===== config.mk =====
export PLATFORM = sky130hd
export DESIGN_NAME = instr_sequencer
export DESIGN_NICKNAME = d
export VERILOG_FILES = /design/src/rtl/instr_sequencer.sv
export SDC_FILE = /design/constraint.sdc
export NUM_CORES = 1
export LEC_CHECK = 0
export CORE_MARGIN = 2
export CORE_UTILIZATION = 35
export CTS_CLUSTER_DIAMETER = 150
export DETAILED_ROUTE_END_ITERATION = 12
export PLACE_DENSITY_LB_ADDON = 0.05
export SETUP_SLACK_MARGIN = 0.5
export SKIP_CTS_REPAIR_TIMING = 1
export SYNTH_ARGS = -nofsm -noshare
export SYNTH_HDL_FRONTEND = slang
export SYNTH_SLANG_ARGS = --single-unit

===== constraint.sdc =====
create_clock -name clk -period 5.3 [get_ports clk]
set_input_delay 1.325 -clock clk [delete_from_list [all_inputs] [get_ports clk]]
set_output_delay 1.325 -clock clk [all_outputs]
set_load 0.1 [all_outputs]

===== src/rtl/instr_sequencer.sv =====
// instr_sequencer: program-memory driven instruction source for the processor
// datapath. Words are loaded through a write port while idle, issued one per
// unstalled cycle after start, and the processor's results are captured with a
// fixed latency into a count, a last-result register and a rotate-XOR signature.
module instr_sequencer #(
    parameter int         DEPTH   = 16,
    parameter int         AW      = 4,
    parameter int         RES_LAT = 1,
    parameter logic [5:0] HALT_OP = 6'h3F
) (
    input  logic          clk,
    input  logic          reset,
    input  logic          prog_we,
    input  logic [AW-1:0] prog_addr,
    input  logic [31:0]   prog_data,
    input  logic          start,
    input  logic          stall,
    input  logic [31:0]   result_in,
    output logic [31:0]   instruction,
    output logic          instr_valid,
    output logic [AW-1:0] pc,
    output logic          busy,
    output logic          done,
    output logic [AW:0]   res_count,
    output logic [31:0]   last_result,
    output logic [31:0]   res_sig
);

    typedef enum logic [1:0] {
        S_IDLE,
        S_RUN,
        S_DRAIN,
        S_DONE
    } state_t;

    localparam logic [AW-1:0] LAST_ADDR = AW'(DEPTH - 1);

    state_t        state;
    logic [31:0]   mem [DEPTH];
    logic [31:0]   fetch_word;
    logic          fetch_halt;
    logic          idle_like;
    logic          launch;
    logic          issue;
    // Stage 0 mirrors instr_valid; the tail lines up with the processor's result.
    logic [RES_LAT:0] vld_sr;

    assign fetch_word  = mem[pc];
    assign fetch_halt  = (fetch_word[31:26] == HALT_OP);
    assign idle_like   = (state == S_IDLE) || (state == S_DONE);
    assign launch      = idle_like && start;
    assign issue       = (state == S_RUN) && !stall && !fetch_halt;
    assign instr_valid = vld_sr[0];
    assign busy        = (state == S_RUN) || (state == S_DRAIN);
    assign done        = (state == S_DONE);

    // Program memory write port, open only while no run is in progress.
    // NOTE: the memory array has no reset; it must survive reset and map onto RAM.
    always_ff @(posedge clk) begin
        if (idle_like && prog_we) begin
            mem[prog_addr] <= prog_data;
        end
    end

    // Run control: state, fetch pointer and the registered instruction bus.
    // NOTE: all sequential state uses non-blocking assignments so every flop
    // samples pre-edge values regardless of statement order.
    always_ff @(posedge clk or negedge reset) begin
        if (!reset) begin
            state       <= S_IDLE;
            pc          <= '0;
            instruction <= '0;
        end else begin
            instruction <= issue ? fetch_word : '0;
            case (state)
                S_IDLE, S_DONE: begin
                    if (start) begin
                        state <= S_RUN;
                        pc    <= '0;
                    end
                end
                S_RUN: begin
                    if (!stall) begin
                        if (fetch_halt) begin
                            // HALT is consumed here; pc stays on its address.
                            state <= S_DRAIN;
                        end else begin
                            pc <= pc + AW'(1);
                            if (pc == LAST_ADDR) begin
                                state <= S_DRAIN;
                            end
                        end
                    end
                end
                S_DRAIN: begin
                    // Finish once no issued word is still waiting for its result.
                    if (vld_sr == '0) begin
                        state <= S_DONE;
                    end
                end
                default: state <= S_IDLE;
            endcase
        end
    end

    // Result tracking: valid pipeline plus count, last result and signature.
    always_ff @(posedge clk or negedge reset) begin
        if (!reset) begin
            vld_sr      <= '0;
            res_count   <= '0;
            last_result <= '0;
            res_sig     <= '0;
        end else begin
            vld_sr[0] <= issue;
            for (int i = 1; i <= RES_LAT; i++) begin
                vld_sr[i] <= vld_sr[i-1];
            end
            if (launch) begin
                res_count   <= '0;
                last_result <= '0;
                res_sig     <= '0;
            end else if (vld_sr[RES_LAT]) begin
                last_result <= result_in;
                res_count   <= res_count + (AW + 1)'(1);
                res_sig     <= {res_sig[30:0], res_sig[31]} ^ result_in;
            end
        end
    end

endmodule


After elaboration in Yosys (flattened, before gate mapping) --
Memory sizes are Yosys's and may differ from the RTL's. Index checks and enable logic that the tools add are counted.
Word-level totals: bits of input ports 73, RAM bits 512, memories kept 1, ROM bits 0, latch bits 0, register bits after elaboration 109, output and inout port bits 108
Operators by class: div/mod/pow operators 0, mux-type cells 19, $mul 0, equal/unequal tests 10, magnitude comparators 0, $add $sub $neg 2, bitwise operators 1, shift-type cells 0, reduce and logical (&&, ||, !) cells 15
Memories:
- mem | words 16, width 32, read ports 1, clocked after Yosys merged registers in 0, write ports 1, RTL line 39 | logic [31:0] mem [DEPTH];
Operators with widths (number):
- 2-to-1 mux 32 bit | 5
- XOR 32 bit | 1
- 2-to-1 mux 4 bit | 3
- 2-to-1 mux 2 bit | 5
- 2-to-1 mux 5 bit | 2
- one-hot mux 4 bit (2 select lines) | 1
- AND reduction 4 bit | 2
- == test 6 bit (second input constant) | 1
- inequality test 2 bit (second input constant) | 3
- one-hot mux 2 bit (3 select lines) | 1
- adder 5 x 1 -> 5 bit (second input constant) | 1
- adder 4 x 1 -> 4 bit (second input constant) | 1
- == test 2 bit (second input constant) | 2
- == test 4 bit (second input constant) | 1
- logical AND 1 bit | 4
- logical NOT 2 bit | 2
- nonzero test 2 bit | 2
- inequality test 3 x 2 -> 1 bit (second input constant) | 1
- == test 2 x 1 -> 1 bit (second input constant) | 1
- logical NOT 1 bit | 2
- logical OR 1 bit | 2
- 2-to-1 mux 1 bit | 2
- inequality test 2 x 1 -> 1 bit (second input constant) | 1
- OR reduction 2 bit | 1

Depth between registers and ports, before layout --
depth in word-level cells 5, gate-level depth with buffers 10, gate-level depth less buffers 7

Worst setup path after synthesis --
No wires, ideal clock.
kind input -> register, start point in prog_addr[2], end point mem mem[0][0], enable pin, arrival time 3.964 ns, stages on the path 2, setup slack 0.875 ns, data required time 4.839 ns, setup time 0.461 ns, cell sequence or3_1 > nor3_1
RTL lines:
- start: declaration | RTL line 14 | input logic [AW-1:0] prog_addr,
- end: declaration | RTL line 39
No word-level cell before the write port.

Worst setup path in the final report --
start point reg pc[0], end point out pc[0]
RTL lines:
- start: declaration | RTL line 21 | output logic [AW-1:0] pc,
- start signal: assignment | RTL line 88 | pc <= pc + AW'(1);
No word-level cell between the ends.

==> impl_results.md <==
- CP delay by family, top: buffers and inverters
- Pin count of the biggest net entering global routing: 71
- Met1 global-route usage: between 20% and 30%
- # rows: 95
- Peak fanout along the critical path: slightly above 50
- Skew final: about 0.020 ns
- Pre-antenna DRT Iters: 4
- Count of synthesis-stage warnings from yosys: 0
- Crit path largest cell delay: between 1 and 1.5 ns
- Cell taking the most area after synthesis: edfxtp_1
- Syn-to-layout area delta: 21.6%
- Rel. slew slack: 29.8%
- Transition time of the tightest slew-check pin: between 1 and 1.5 ns
- Core Box Area: between 60000 and 70000 um^2
- Sequential area share after synthesis: around 76%
- Critical Path AT: 2.97 ns
- Leakage: 9.58 nW
- Initial core utilization: between 30% and 40%
- Residual DRC count: 0
- Netlist area before placement: 23900 um^2
- Main area contributors after synthesis: edfxtp_1, mux4_2, dfrtp_1
- Classification of the worst setup path: reg -> out
- Post-DP Area: around 27000 um^2
- Count of buffers from port buffering: 180
- Number of flops mapped to enable cells by yosys: between 500 and 600
- Number of hold violations in the final report: 0
- Setup repair after global routing missed its margin: no
- Total count of max-transition violations in the final report: 0
- Number of vias after detailed routing: 11900
- Portion of synthesized cell area occupied by the leading cell type: around 64%
- Number of register bits inferred by synthesis: ~620
- Root cell of the clock tree: clkbuf_16
- FMAX: roughly 0.23 GHz
- Worst setup path start: pc[0]$_DFFE_PN0P_
- Worst path buffer plus inverter count: 1
- Maximum root-to-sink buffer count: 3
- Remaining antenna violation count: 0
- Number of unique standard cell types used by synthesis: 44
- Final sum of negative setup slack: 0 ns
- Areal power density over the cells: ~560 nW/um^2
- Count of boundary I/O pins: about 180
- Busiest metal layer after global routing: met2
- Share of the clock period used by the worst path: between 80% and 90%
- Share of cells above drive strength 1: 21.4%
- Total clock sinks: around 620
- Leading cell type in the layout, fill and taps excluded: edfxtp_1
- Vias per cell: roughly 5.2
- Grt met3 use: 3.28%
- Post-route design area: roughly 29000 um^2
- Syn_nets: 1226
- Wire length of the first global-routing pass: around 87000 um
- IR Drop Worst-Case VDD: approximately 340 uV
- Crit path launch type: flip-flop
- Clock transition at the registers of the reported paths: around 0.06 ns
- Most used flip-flop cell after synthesis: edfxtp_1
- Layout net count: 1445
- Routed length per instance: 25.7 um
- Total Routed Length: roughly 59000 um
- Filler cell count in the final layout: slightly below 6000
- Top library cells by usage in the layout, fill and taps aside: edfxtp_1, clkdlybuf4s50_1, mux4_2
- Min Clock Period, post-route: around 4.3 ns
- Data required time of the worst path: roughly 4 ns
- Asr flop ratio synth: approximately 18%
- 1st-iter DRT viols: between 900 and 1000
- Post-synthesis cell count: 1147
- Min-delay src: vld_sr[0]$_DFF_PN0_
- Clock tree from TritonCTS: built
- Final weighted congestion of routability-driven global placement: slightly above 0.7
- Gr ovfl total: 0
- Die width: between 200 and 300 um
- Setup crit end kind: primary output
- FF-to-FF Start: pc[0]$_DFFE_PN0P_
- Status: complete, no violations
- Die Area: roughly 70000 um^2
- Minimum setup slack among reg-to-reg paths: between 1.5 and 2 ns
- M2 GR Usage: approximately a quarter
- Overall fraction of global-route tracks in use: roughly 17%
- Worst Hold Class: reg -> reg
- Antenna violations before repair: 1
- Die span in y: roughly 270 um
- Number of buffers created by CTS: 70
- Mean instance size in the synthesized netlist: between 20 and 25 um^2
- Final core utilization: between 40% and 50%
- Maximum capacitance violations: 0
- Final number of setup-violating endpoints: 0
- Via count of the first global-routing pass: ~12000
- CP Cell Sequence: clkdlybuf4s50_1
- Antenna Cells: 0
- Number of H-tree levels: 3
- Critical-path top delay cell: clkdlybuf4s50_1
- Final HPWL DP: around 32000 um
- Clk Latency, worst-skew pair: roughly 0.60 ns
## final timing paths
kind | end | cells after the start
worst max-delay path | pc[0] | 1
worst max register to register | instruction[27]$_DFF_PN0_ | 8
max in group asynchronous | res_sig[22]$_DFFE_PN0P_ | 2
worst min register to register | vld_sr[1]$_DFF_PN0_ | 0
min in group asynchronous | pc[1]$_DFFE_PN0P_ | 1
worst min-delay path | vld_sr[1]$_DFF_PN0_ | 0
## metal layers
metal / wire length [um] / vias to the layer above
met1: 27900 / 6414
met4: 1060 / 2
li1: - / 5106
met2: 27500 / 261
met5: 14 / -
met3: 2430 / 78
## stage by stage
step | setup WS (ns) | hold WS (ns) | instances | power (mW)
after floorplan | 0.875 | 0.560 | 1147 | 10.3
after global placement | 1.46 | 0.465 | 2167 | 11.7
after detailed placement | 1.45 | 0.460 | 2167 | 11.7
after CTS | 0.909 | 0.472 | 2295 | 16.5
after global routing | 0.853 | 0.483 | 2295 | 16.9
final | 1.01 | 0.457 | 2295 | 16.2
## cells in the mapped netlist, types with 4 or more instances
master / count
edfxtp_1: 512
mux4_2: 142
dfrtp_1: 109
nor2_1: 84
mux2i_1: 59
a211oi_1: 33
xnor2_1: 33
clkbuf_1: 28
and2_1: 23
buf_2: 18
nand2_1: 10
a221oi_1: 9
a22oi_1: 8
buf_6: 8
ha_1: 6
buf_1: 5
inv_1: 5
nor3_1: 5
nand4_1: 4
o21ai_0: 4
o21ai_1: 4
## cell families (layout without fill, tap and decap cells)
family,count (synthesis),in the layout,synth area share (%)
AOI/OAI and AO/OA,76,76,2.51
muxes,201,201,15.8
xor gates and xnor gates,36,36,1.32
DFF,621,621,75.7
adders and majority gates,6,6,0.314
buffers and inverters,66,341,1.52
and+or+nand+nor,141,141,2.81
## registers in the layout (all words and copies together) (netlist names)
name and cells:
vld_sr 2, instruction 32, last_result 32, mem 512, pc 4, res_count 5, state 2, res_sig 32
## final cells by class
class                      instances  area (um^2)  area share (%)
inverter                           5         18.8          0.0645
clock inverter                    32          239           0.821
clock buffer                      96         1980            6.82
multi-input combinational        460         5570            19.1
timing repair buffer             208         2080            7.14
tap                              873         1090            3.75
sequential                       621        18100            62.3
## power breakdown
group | switching (mW) | internal (mW)
clock network | 1.92 | 2.77
registers | 0.374 | 5.71
logic | 3.70 | 1.76
total | 5.99 | 10.2
(Power assumes the default switching activity.)
